--- src/rtl/spi_pkg.sv ---
// Shared definitions for the SPI memory master/slave pair: state encoding,
// frame geometry and the divider-width helper.
package spi_pkg;

    // Default frame geometry: 7-bit address + R/W bit, then one data byte.
    localparam int unsigned ADDR_W_DFLT = 7;
    localparam int unsigned DATA_W_DFLT = 8;
    localparam int unsigned CMD_BITS    = ADDR_W_DFLT + 1;
    localparam int unsigned FRAME_BITS  = CMD_BITS + DATA_W_DFLT;

    // Value of the R/W bit that marks a read.
    localparam logic RW_READ = 1'b1;

    // One-hot sequencer states.
    typedef enum logic [4:0] {
        ST_IDLE  = 5'b00001,
        ST_SETUP = 5'b00010,
        ST_SHIFT = 5'b00100,
        ST_DONE  = 5'b01000,
        ST_GAP   = 5'b10000
    } spi_state_t;

    // Width of the half-period divider counter; one spare bit so the
    // terminal count CLK_DIV-1 is always representable, even for CLK_DIV=1.
    function automatic int unsigned div_cnt_w(input int unsigned div);
        return $clog2(div) + 1;
    endfunction

endpackage

--- src/rtl/spi_clk_gen.sv ---
// Half-period divider for the SPI clock. While en is high it counts CLK_DIV
// system clocks per phase and flags the end of a low phase (rise_stb) or of
// a high phase (fall_stb). Dropping en returns it to the start of a low phase.
module spi_clk_gen
    import spi_pkg::*;
#(
    parameter int unsigned CLK_DIV = 4
) (
    input  logic clk,
    input  logic rst_n,
    input  logic en,
    output logic rise_stb,
    output logic fall_stb
);

    localparam int unsigned        CNT_W = div_cnt_w(CLK_DIV);
    localparam logic [CNT_W-1:0]   TERM  = CNT_W'(CLK_DIV - 1);

    logic [CNT_W-1:0] cnt_r;
    logic             phase_hi_r;
    logic             term_s;

    assign term_s   = (cnt_r == TERM);
    assign rise_stb = en & term_s & ~phase_hi_r;
    assign fall_stb = en & term_s & phase_hi_r;

    // Phase counter: reload at every phase boundary, restart low when disabled.
    always_ff @(posedge clk or negedge rst_n) begin
        if (!rst_n) begin
            cnt_r      <= {CNT_W{1'b0}};
            phase_hi_r <= 1'b0;
        end else if (!en) begin
            cnt_r      <= {CNT_W{1'b0}};
            phase_hi_r <= 1'b0;
        end else if (term_s) begin
            cnt_r      <= {CNT_W{1'b0}};
            phase_hi_r <= ~phase_hi_r;
        end else begin
            cnt_r      <= cnt_r + CNT_W'(1);
        end
    end

endmodule

--- src/rtl/spi_master_ctrl.sv ---
// System-clock-side SPI master for the memory slave. Takes one read/write
// request at a time and produces a complete frame:
//   address (MSB first), R/W bit, data byte.
// Reads capture spi_miso during the data byte and return it on rsp_rdata.
module spi_master_ctrl
    import spi_pkg::*;
#(
    parameter int unsigned CLK_DIV = 4,
    parameter int unsigned ADDR_W  = 7,
    parameter int unsigned DATA_W  = 8,
    parameter int unsigned CS_GAP  = 2
) (
    input  logic              clk,
    input  logic              rst_n,
    input  logic              req_valid,
    output logic              req_ready,
    input  logic              req_rw,
    input  logic [ADDR_W-1:0] req_addr,
    input  logic [DATA_W-1:0] req_wdata,
    output logic              rsp_valid,
    output logic [DATA_W-1:0] rsp_rdata,
    output logic              busy,
    output logic              spi_sclk,
    output logic              spi_cs_n,
    output logic              spi_mosi,
    input  logic              spi_miso
);

    // Frame geometry derived from the parameters.
    localparam int unsigned       TX_W     = ADDR_W + 1 + DATA_W;
    localparam int unsigned       BIT_W    = $clog2(TX_W) + 1;
    localparam logic [BIT_W-1:0]  LAST_BIT = BIT_W'(TX_W);
    localparam logic [BIT_W-1:0]  RX_FIRST = BIT_W'(ADDR_W + 1);

    // Chip-select gap between frames (CS_GAP is expected to be >= 1).
    localparam int unsigned       GAP_CLKS = CS_GAP * 2 * CLK_DIV;
    localparam int unsigned       GAP_W    = $clog2(GAP_CLKS + 1);
    localparam logic [GAP_W-1:0]  GAP_LAST = GAP_W'(GAP_CLKS - 1);

    spi_state_t        state_r;
    logic [TX_W-1:0]   tx_r;
    logic [DATA_W-1:0] rx_r;
    logic              rw_r;
    logic [BIT_W-1:0]  bit_cnt_r;
    logic [GAP_W-1:0]  gap_cnt_r;
    logic              sclk_r;
    logic              cs_n_r;
    logic              mosi_r;
    logic              rsp_valid_r;
    logic [DATA_W-1:0] rsp_rdata_r;

    logic              clk_en_s;
    logic              rise_stb_s;
    logic              fall_stb_s;

    // The divider only runs while chip select is asserted and the frame is live.
    assign clk_en_s = (state_r == ST_SETUP) || (state_r == ST_SHIFT);

    spi_clk_gen #(
        .CLK_DIV (CLK_DIV)
    ) u_clk_gen (
        .clk      (clk),
        .rst_n    (rst_n),
        .en       (clk_en_s),
        .rise_stb (rise_stb_s),
        .fall_stb (fall_stb_s)
    );

    assign req_ready = (state_r == ST_IDLE);
    assign busy      = ~req_ready;
    assign spi_sclk  = sclk_r;
    assign spi_cs_n  = cs_n_r;
    assign spi_mosi  = mosi_r;
    assign rsp_valid = rsp_valid_r;
    assign rsp_rdata = rsp_rdata_r;

    // Frame sequencer and datapath: accept, shift out/in, respond, hold CS gap.
    always_ff @(posedge clk or negedge rst_n) begin
        if (!rst_n) begin
            state_r     <= ST_IDLE;
            tx_r        <= {TX_W{1'b0}};
            rx_r        <= {DATA_W{1'b0}};
            rw_r        <= 1'b0;
            bit_cnt_r   <= {BIT_W{1'b0}};
            gap_cnt_r   <= {GAP_W{1'b0}};
            sclk_r      <= 1'b0;
            cs_n_r      <= 1'b1;
            mosi_r      <= 1'b0;
            rsp_valid_r <= 1'b0;
            rsp_rdata_r <= {DATA_W{1'b0}};
        end else begin
            rsp_valid_r <= 1'b0;
            case (state_r)
                ST_IDLE: begin
                    if (req_valid) begin
                        // Data field is forced to zero on reads so mosi
                        // stays low through the data phase.
                        tx_r      <= {req_addr, req_rw,
                                      (req_rw == RW_READ) ? {DATA_W{1'b0}} : req_wdata};
                        rw_r      <= req_rw;
                        rx_r      <= {DATA_W{1'b0}};
                        bit_cnt_r <= {BIT_W{1'b0}};
                        cs_n_r    <= 1'b0;
                        sclk_r    <= 1'b0;
                        mosi_r    <= req_addr[ADDR_W-1];
                        state_r   <= ST_SETUP;
                    end
                end
                ST_SETUP: begin
                    // First rising edge: bit 0 is always a command bit, no capture.
                    if (rise_stb_s) begin
                        sclk_r  <= 1'b1;
                        state_r <= ST_SHIFT;
                    end
                end
                ST_SHIFT: begin
                    if (rise_stb_s) begin
                        if (bit_cnt_r == LAST_BIT) begin
                            // Low phase of the last bit is over: close the frame.
                            // cs_n rises and rsp_valid pulses in the same cycle.
                            cs_n_r      <= 1'b1;
                            mosi_r      <= 1'b0;
                            rsp_valid_r <= 1'b1;
                            rsp_rdata_r <= (rw_r == RW_READ) ? rx_r : {DATA_W{1'b0}};
                            state_r     <= ST_DONE;
                        end else begin
                            sclk_r <= 1'b1;
                            if ((rw_r == RW_READ) && (bit_cnt_r >= RX_FIRST)) begin
                                rx_r <= {rx_r[DATA_W-2:0], spi_miso};
                            end
                        end
                    end else if (fall_stb_s) begin
                        sclk_r    <= 1'b0;
                        tx_r      <= {tx_r[TX_W-2:0], 1'b0};
                        mosi_r    <= tx_r[TX_W-2];
                        bit_cnt_r <= bit_cnt_r + BIT_W'(1);
                    end
                end
                ST_DONE: begin
                    gap_cnt_r <= {GAP_W{1'b0}};
                    state_r   <= ST_GAP;
                end
                ST_GAP: begin
                    if (gap_cnt_r == GAP_LAST) begin
                        gap_cnt_r <= {GAP_W{1'b0}};
                        state_r   <= ST_IDLE;
                    end else begin
                        gap_cnt_r <= gap_cnt_r + GAP_W'(1);
                    end
                end
                default: begin
                    state_r <= ST_IDLE;
                    cs_n_r  <= 1'b1;
                    sclk_r  <= 1'b0;
                    mosi_r  <= 1'b0;
                end
            endcase
        end
    end

endmodule

--- config.mk ---
export PLATFORM = sky130hd
export DESIGN_NAME = spi_master_ctrl
export DESIGN_NICKNAME = d
export VERILOG_FILES = /design/src/rtl/spi_pkg.sv /design/src/rtl/spi_clk_gen.sv /design/src/rtl/spi_master_ctrl.sv
export SDC_FILE = /design/constraint.sdc
export NUM_CORES = 1
export LEC_CHECK = 0
export BUFFER_PORTS_ARGS = -buffer_cell sky130_fd_sc_hd__clkbuf_2
export CORE_AREA = 3 3 81 64
export CTS_BUF_LIST = sky130_fd_sc_hd__clkbuf_8
export CTS_CLUSTER_DIAMETER = 50
export DETAILED_ROUTE_END_ITERATION = 8
export DIE_AREA = 0 0 84 67
export PLACE_DENSITY = 0.84
export SYNTH_ARGS = -nofsm -noshare
export SYNTH_HDL_FRONTEND = slang
export SYNTH_SLANG_ARGS = --single-unit
--- constraint.sdc ---
create_clock -name clk -period 2.5 [get_ports clk]
set_input_delay 0.25 -clock clk [delete_from_list [all_inputs] [get_ports clk]]
set_output_delay 0.25 -clock clk [all_outputs]
set_load 0.1 [all_outputs]
==> results of run 1 <==
[routing by layer]
metal	track usage	vias up
met4	0.0803	0
met2	0.335	81
met1	0.307	1014
li1	-	1039
met3	0.0371	10
met5	0	-
[timing repair]
item / CTS / global route
gates resized for setup: 0 / 0
setup endpoints to repair: 0 / 0
hold buffers: 1 / 0
endpoints found under the hold margin: 10 / 0
[synthesized netlist by cell type, types with 4 or more instances]
master	n	area, um2
clkbuf_1	7	26.3
nand2_1	47	176
nor2_1	14	52.6
nor3b_1	9	67.6
ha_1	4	50.1
buf_2	5	25.0
o31ai_1	10	75.1
or3_1	4	25.0
dfrtp_1	53	1330
nand2b_1	5	31.3
a21oi_1	19	95.1
nand3_1	4	20.0
o21ai_0	14	70.1
a31oi_1	8	50.1
inv_1	13	48.8
nor2b_1	5	31.3
mux2i_1	7	70.1
[flip-flops by register name (all words and copies together) (netlist names), 3 cells and up]
| register | cells |
|---|---|
| tx_r | 15 |
| u_clk_gen.cnt_r | 3 |
| gap_cnt_r | 5 |
| rsp_rdata | 8 |
| rx_r | 8 |
| state_r | 5 |
| bit_cnt_r | 5 |
[kinds of logic (layout without fill, tap and decap cells)]
| logic type | Yosys count | in the layout | synth area share |
|---|---|---|---|
| fa+ha+maj | 4 | 4 | 0.0188 |
| xor+xnor | 3 | 3 | 0.00986 |
| buf+inv | 28 | 66 | 0.0460 |
| mux | 10 | 10 | 0.0390 |
| simple gates | 109 | 109 | 0.207 |
| flops | 55 | 55 | 0.517 |
| compound gates | 67 | 67 | 0.162 |
[power groups by stage]
stage / Combinational [mW] / Sequential, mW / Clock (mW)
floorplan: 1.28 / 1.32 / 0
global placement: 1.56 / 1.23 / 0
detailed placement: 1.60 / 1.24 / 0
CTS: 1.60 / 1.23 / 0.608
global route: 1.73 / 1.26 / 0.649
finish: 1.60 / 1.23 / 0.601
[final timing paths]
path / end / slack [ps] / cells after the start
worst max-delay path: req_ready / 190 / 4
worst min-delay path: rx_r[0] / 150 / 3
worst max register to register: bit_cnt_r[4] / 230 / 5
worst min register to register: u_clk_gen.cnt_r[0] / 460 / 1
max in group asynchronous: spi_cs_n / 1450 / 3
min in group asynchronous: rsp_rdata[2] / 340 / 2
[worst register-to-register path, stage by stage, from the launching register on]
cell and delay (ps):
dfstp_2 420, or3_1 430, or2_1 260, a211o_1 420, or4_1 510, a21oi_1 160
[cell usage in the layout, fill, tap and decap left out, drive strengths merged, types with 3 or more instances in the layout]
cell type  count
nor3b          9
ha             4
mux2           3
nand3          4
clkbuf        38
nor2          15
nor2b          5
nand2b         5
mux2i          7
o31ai         10
inv           13
o211ai         3
a31oi          8
or3            4
a21oi         19
buf           10
o21ai         17
dfrtp         53
nand2         47
and2           3
nor3           3
[layout make-up]
type / instances / share of cell area
timing repair buffer: 44 / 0.0816
inverter: 14 / 0.0184
multi-input combinational: 193 / 0.389
clock buffer: 5 / 0.0224
tap: 57 / 0.0233
sequential: 55 / 0.450
clock inverter: 3 / 0.0155
==> flow_summary.yaml, run 1 <==
timing:
  setup_tns_ps: 0
  rsz0062_at_grt: "false"
  layout_min_cycle_time_ps: 2310
  finalCritPeriodShare: 0.923
  max_freq_mhz: 433
  finalHoldWorstSlack_ps: 153
  max-slew-margin-rel: 0.605
  finalClockSkew_ps: 7.67
  worst_slew_pin_slew_ps: 591
  drv_slew: 0
  finalHoldViolCount: 0
  fin_ws_ps: 192
  finalSetupViolations: 0
finish:
  fillerInstances: 339
  areaGrowthSynthToFinish_pct: 15.0
  fin_util: 0.690
  instances_no_fill: 371
  drive_above_1_share: 0.197
  finalInstanceArea_mm2: 0.00307
  layout.area.seq_mm2: 0.00138
  nNetsFinal: 337
  multi_input_area_mm2: 0.00119
  diodes: 0
routing:
  ant_nets: 0
  dr_wl_met3_um: 396
  vias: 2144
  drt_first_pass_iters: 5
  highest_layer: "met4"
  routed_wl_mm: 5.64
  drtIter0Drc: 130
  wl_met2_mm: 2.56
  m1WireLength_mm: 2.58
  avgRoutedWirePerCell_um: 15.2
  drcViolationCount: 0
  viasPerCell: 5.78
power_and_ir_drop:
  comb_power_share: 0.466
  p_leak_nw: 1.42
  pwr-share-seq: 0.359
  intPower_mw: 1.90
  vdd_drop_max_v: 0.000775
  swShare: 0.447
  clock_power_share: 0.175
  pwr_density_cell_mw_per_mm2: 1120
  finalPower_mw: 3.44
  p_sw_mw: 1.54
place:
  preCtsSetupSlack_ps: 269
  gp_congestion: 0.866
  dpl_cell_area_mm2: 0.00294
  dp_cells: 362
  dp_hpwl_mm: 4.10
  portBuffers: 33
floorplanning:
  initial_core_util: 0.600
  die_y_um: 67
  die_area_mm2: 0.00563
  pin_count: 34
  placement_rows: 21
  die_x_um: 84
  core_mm2: 0.00444
setup_path:
  critPathTopFamily: "buffers and inverters"
  cpPeakStageDelay_ps: 500
  timing.rr.start: "state_r[0]"
  critPathRequiredTime_ps: 2250
  crit_chain: "nor3_4 -> nand3b_1 -> clkinvlp_4 -> clkbuf_2"
  cp-startpoint: "state_r[2]"
  cp.arrival_ps: 2060
  crit_fanout: 8
  startpoint_type: "flip-flop"
  critPathKind: "flip-flop to output port"
  cp_slowest_cell: "dfrtp_1"
  critPathBufInv: 2
  cp-end-kind: "output port"
clock_tree:
  cts_made_buffers: 5
  clk_pin_slew_ps: 100
  cts_tree: "done"
  post-cts-setup-buffers: 0
  cts.sinks: 55
  htree_levels: 2
  clock-root-buffer: "clkbuf_8"
  clock_latency_ps: 310
  clockBufferDepth: 2
outcome:
  outcome: "finished, final reports clean"
global_route:
  grt_max_degree: 31
  grt_pass1_vias: 1980
  antenna_found_initial: 0
  gr-total-overflow: 0
  track_usage: 0.216
  grt_pass1_wl_mm: 9.58
synth:
  syn_nets: 300
  ys_types: 48
  syn_inst: 276
  yosysSeqAreaShare: 0.517
  synth_area_mm2: 0.00267
  synth-seq-cells: 55
  synthFlopType: "dfrtp_1"
  async_flop_share: 1.00
  postSynthAreaPerCell_um2: 9.66
  synth_edf_count: 0
  yosysWarnings: 0
run:
  cap_violations: 0
hold_path:
  hold_start: "spi_miso"
  min-delay-path-class: "input pin to flip-flop"
Power figures use the tool's default switching activity.
==> inputs of run 2 (changes only) <==
CORE_AREA = 3 3 84 62   (was 3 3 81 64)
DIE_AREA = 0 0 87 65   (was 0 0 84 67)
==> run 2 against run 1 <==
Clock skew shrank 3.5 ps. Via count is 1.5% lower. Clock-buffer cell count did not move. Die area is 0.48% higher. Sequential power about the same. Core utilization increased by 0.40 points. Register-to-register slack improved by 70 ps. First-iteration DRC count up 6.2%. Critical endpoint unchanged. Highest routed layer unchanged.
==> flow_summary.yaml, run 2 (synthesis gave the netlist of run 1 again) <==
timing:
  finalHoldViolCount: 0
  finalCritPeriodShare: 0.948
  worst_slew_pin_slew_ps: 602
  finalHoldWorstSlack_ps: 155
  max_freq_mhz: 422
  rsz0062_at_grt: "false"
  finalSetupViolations: 0
  layout_min_cycle_time_ps: 2370
  max-slew-margin-rel: 0.599
  setup_tns_ps: 0
  drv_slew: 0
  finalClockSkew_ps: 4.19
  fin_ws_ps: 131
hold_path:
  min-delay-path-class: "input pin to flip-flop"
global_route:
  gr-total-overflow: 0
  grt_pass1_vias: 1954
  antenna_found_initial: 0
  track_usage: 0.213
  grt_max_degree: 33
  grt_pass1_wl_mm: 9.33
setup_path:
  cp.arrival_ps: 2120
  crit_chain: "buf_4 -> nor3_4 -> nand3b_1 -> clkinvlp_4 -> clkbuf_2"
  cpPeakStageDelay_ps: 480
  cp_slowest_cell: "clkbuf_2"
  cp-end-kind: "output port"
  critPathRequiredTime_ps: 2250
  critPathKind: "flip-flop to output port"
  crit_fanout: 8
  startpoint_type: "flip-flop"
power_and_ir_drop:
  clock_power_share: 0.146
  pwr-share-seq: 0.371
  intPower_mw: 1.79
  comb_power_share: 0.483
  swShare: 0.459
  pwr_density_cell_mw_per_mm2: 1090
  vdd_drop_max_v: 0.00111
  p_leak_nw: 1.40
  p_sw_mw: 1.52
finish:
  final_cell_mix: "dfrtp_1 (53), nand2_1 (47), clkbuf_2 (33), a21oi_1 (19), nor2_1 (14)"
  regMostFlops: "tx_r"
  layout_commonest_cell: "dfrtp_1"
  drive_above_1_share: 0.195
  diodes: 0
  nNetsFinal: 336
  areaGrowthSynthToFinish_pct: 14.1
  largest_reg_flops: 15
  instances_no_fill: 368
  finalInstanceArea_mm2: 0.00304
place:
  preCtsSetupSlack_ps: 314
  dp_hpwl_mm: 4.03
  gp_congestion: 0.824
  dp_cells: 359
  portBuffers: 33
  dpl_cell_area_mm2: 0.00294
routing:
  drtIter0Drc: 138
  vias: 2111
  avgRoutedWirePerCell_um: 14.8
  ant_nets: 0
  viasPerCell: 5.74
  drcViolationCount: 0
  drt_first_pass_iters: 4
  routed_wl_mm: 5.45
floorplanning:
  core_mm2: 0.00438
  die_y_um: 65
  initial_core_util: 0.609
  pin_count: 34
  placement_rows: 20
  die_x_um: 87
  die_area_mm2: 0.00566
clock_tree:
  clockBufferDepth: 2
  cts_tree: "done"
  cts_made_buffers: 5
  clock_latency_ps: 310
  clk_pin_slew_ps: 100
  clock-root-buffer: "clkbuf_8"
  cts.sinks: 55
  htree_levels: 2
  post-cts-setup-buffers: 0
outcome:
  outcome: "finished, final reports clean"
run:
  cap_violations: 0
==> run 2: cell types whose count changed in the layout (fill, tap and decap cells not counted), sizes merged <==
cell,previous run,this run
clkinvlp,1,3
inv,13,12
bufinv,1,0
buf,10,9
==> run 2: power groups by stage <==
stage / clock network (mW) / logic [mW] / registers, mW
final: 0.484 / 1.60 / 1.23
after global routing: 0.525 / 1.76 / 1.26
after CTS: 0.497 / 1.61 / 1.23
after global placement: 0 / 1.56 / 1.23
after detailed placement: 0 / 1.61 / 1.24
after floorplan: 0 / 1.28 / 1.32
==> run 2: worst paths after layout <==
path	startpoint	endpoint	slack (ps)	depth (start not counted)
worst min-delay path	spi_miso	rx_r[0]	150	3
worst max register to register	state_r[0]	rsp_rdata[1]	300	4
min in group asynchronous	rst_n	rsp_rdata[2]	460	2
worst min register to register	u_clk_gen.cnt_r[0]	u_clk_gen.cnt_r[0]	450	1
worst max-delay path	state_r[4]	req_ready	130	5
max in group asynchronous	rst_n	state_r[0]	1380	3
==> run 2: worst max-delay path: cells and delay by family (launching register included) <==
kind                   cells  cell delay, ps
buffers and inverters      3             920
and+or+nand+nor            2             490
DFF                        1             400
==> run 2: cell type report <==
| type | instances | area (um2) |
|---|---|---|
| well taps | 55 | 68.8 |
| fillers | 358 | 1340 |
| repair buffers | 43 | 255 |
| flip-flops and latches | 55 | 1380 |
| inverters | 14 | 56.3 |
| clock buffers | 5 | 68.8 |
| clock inverters | 3 | 20.0 |
| multi-input cells | 193 | 1190 |
==> run 2: what timing repair did <==
| item | CTS | global route |
|---|---|---|
| setup endpoints to repair | 0 | 0 |
| hold endpoints to repair | 23 | 0 |
| resized for setup | 0 | 0 |
| hold buffers | 1 | 0 |
==> run 2: through the flow <==
stage                     utilization  power [mW]
after floorplan                     -        2.60
after global placement          0.672        2.80
after detailed placement        0.672        2.85
after CTS                       0.694        3.34
after global routing            0.694        3.54
final                           0.694        3.32
==> run 2: layer usage <==
layer,up-vias,track usage,share of wire
li1,1036,-,-
met1,989,0.308,0.48
met2,73,0.315,0.43
met3,13,0.0432,0.068
met4,0,0.0817,0.020
met5,-,0,0
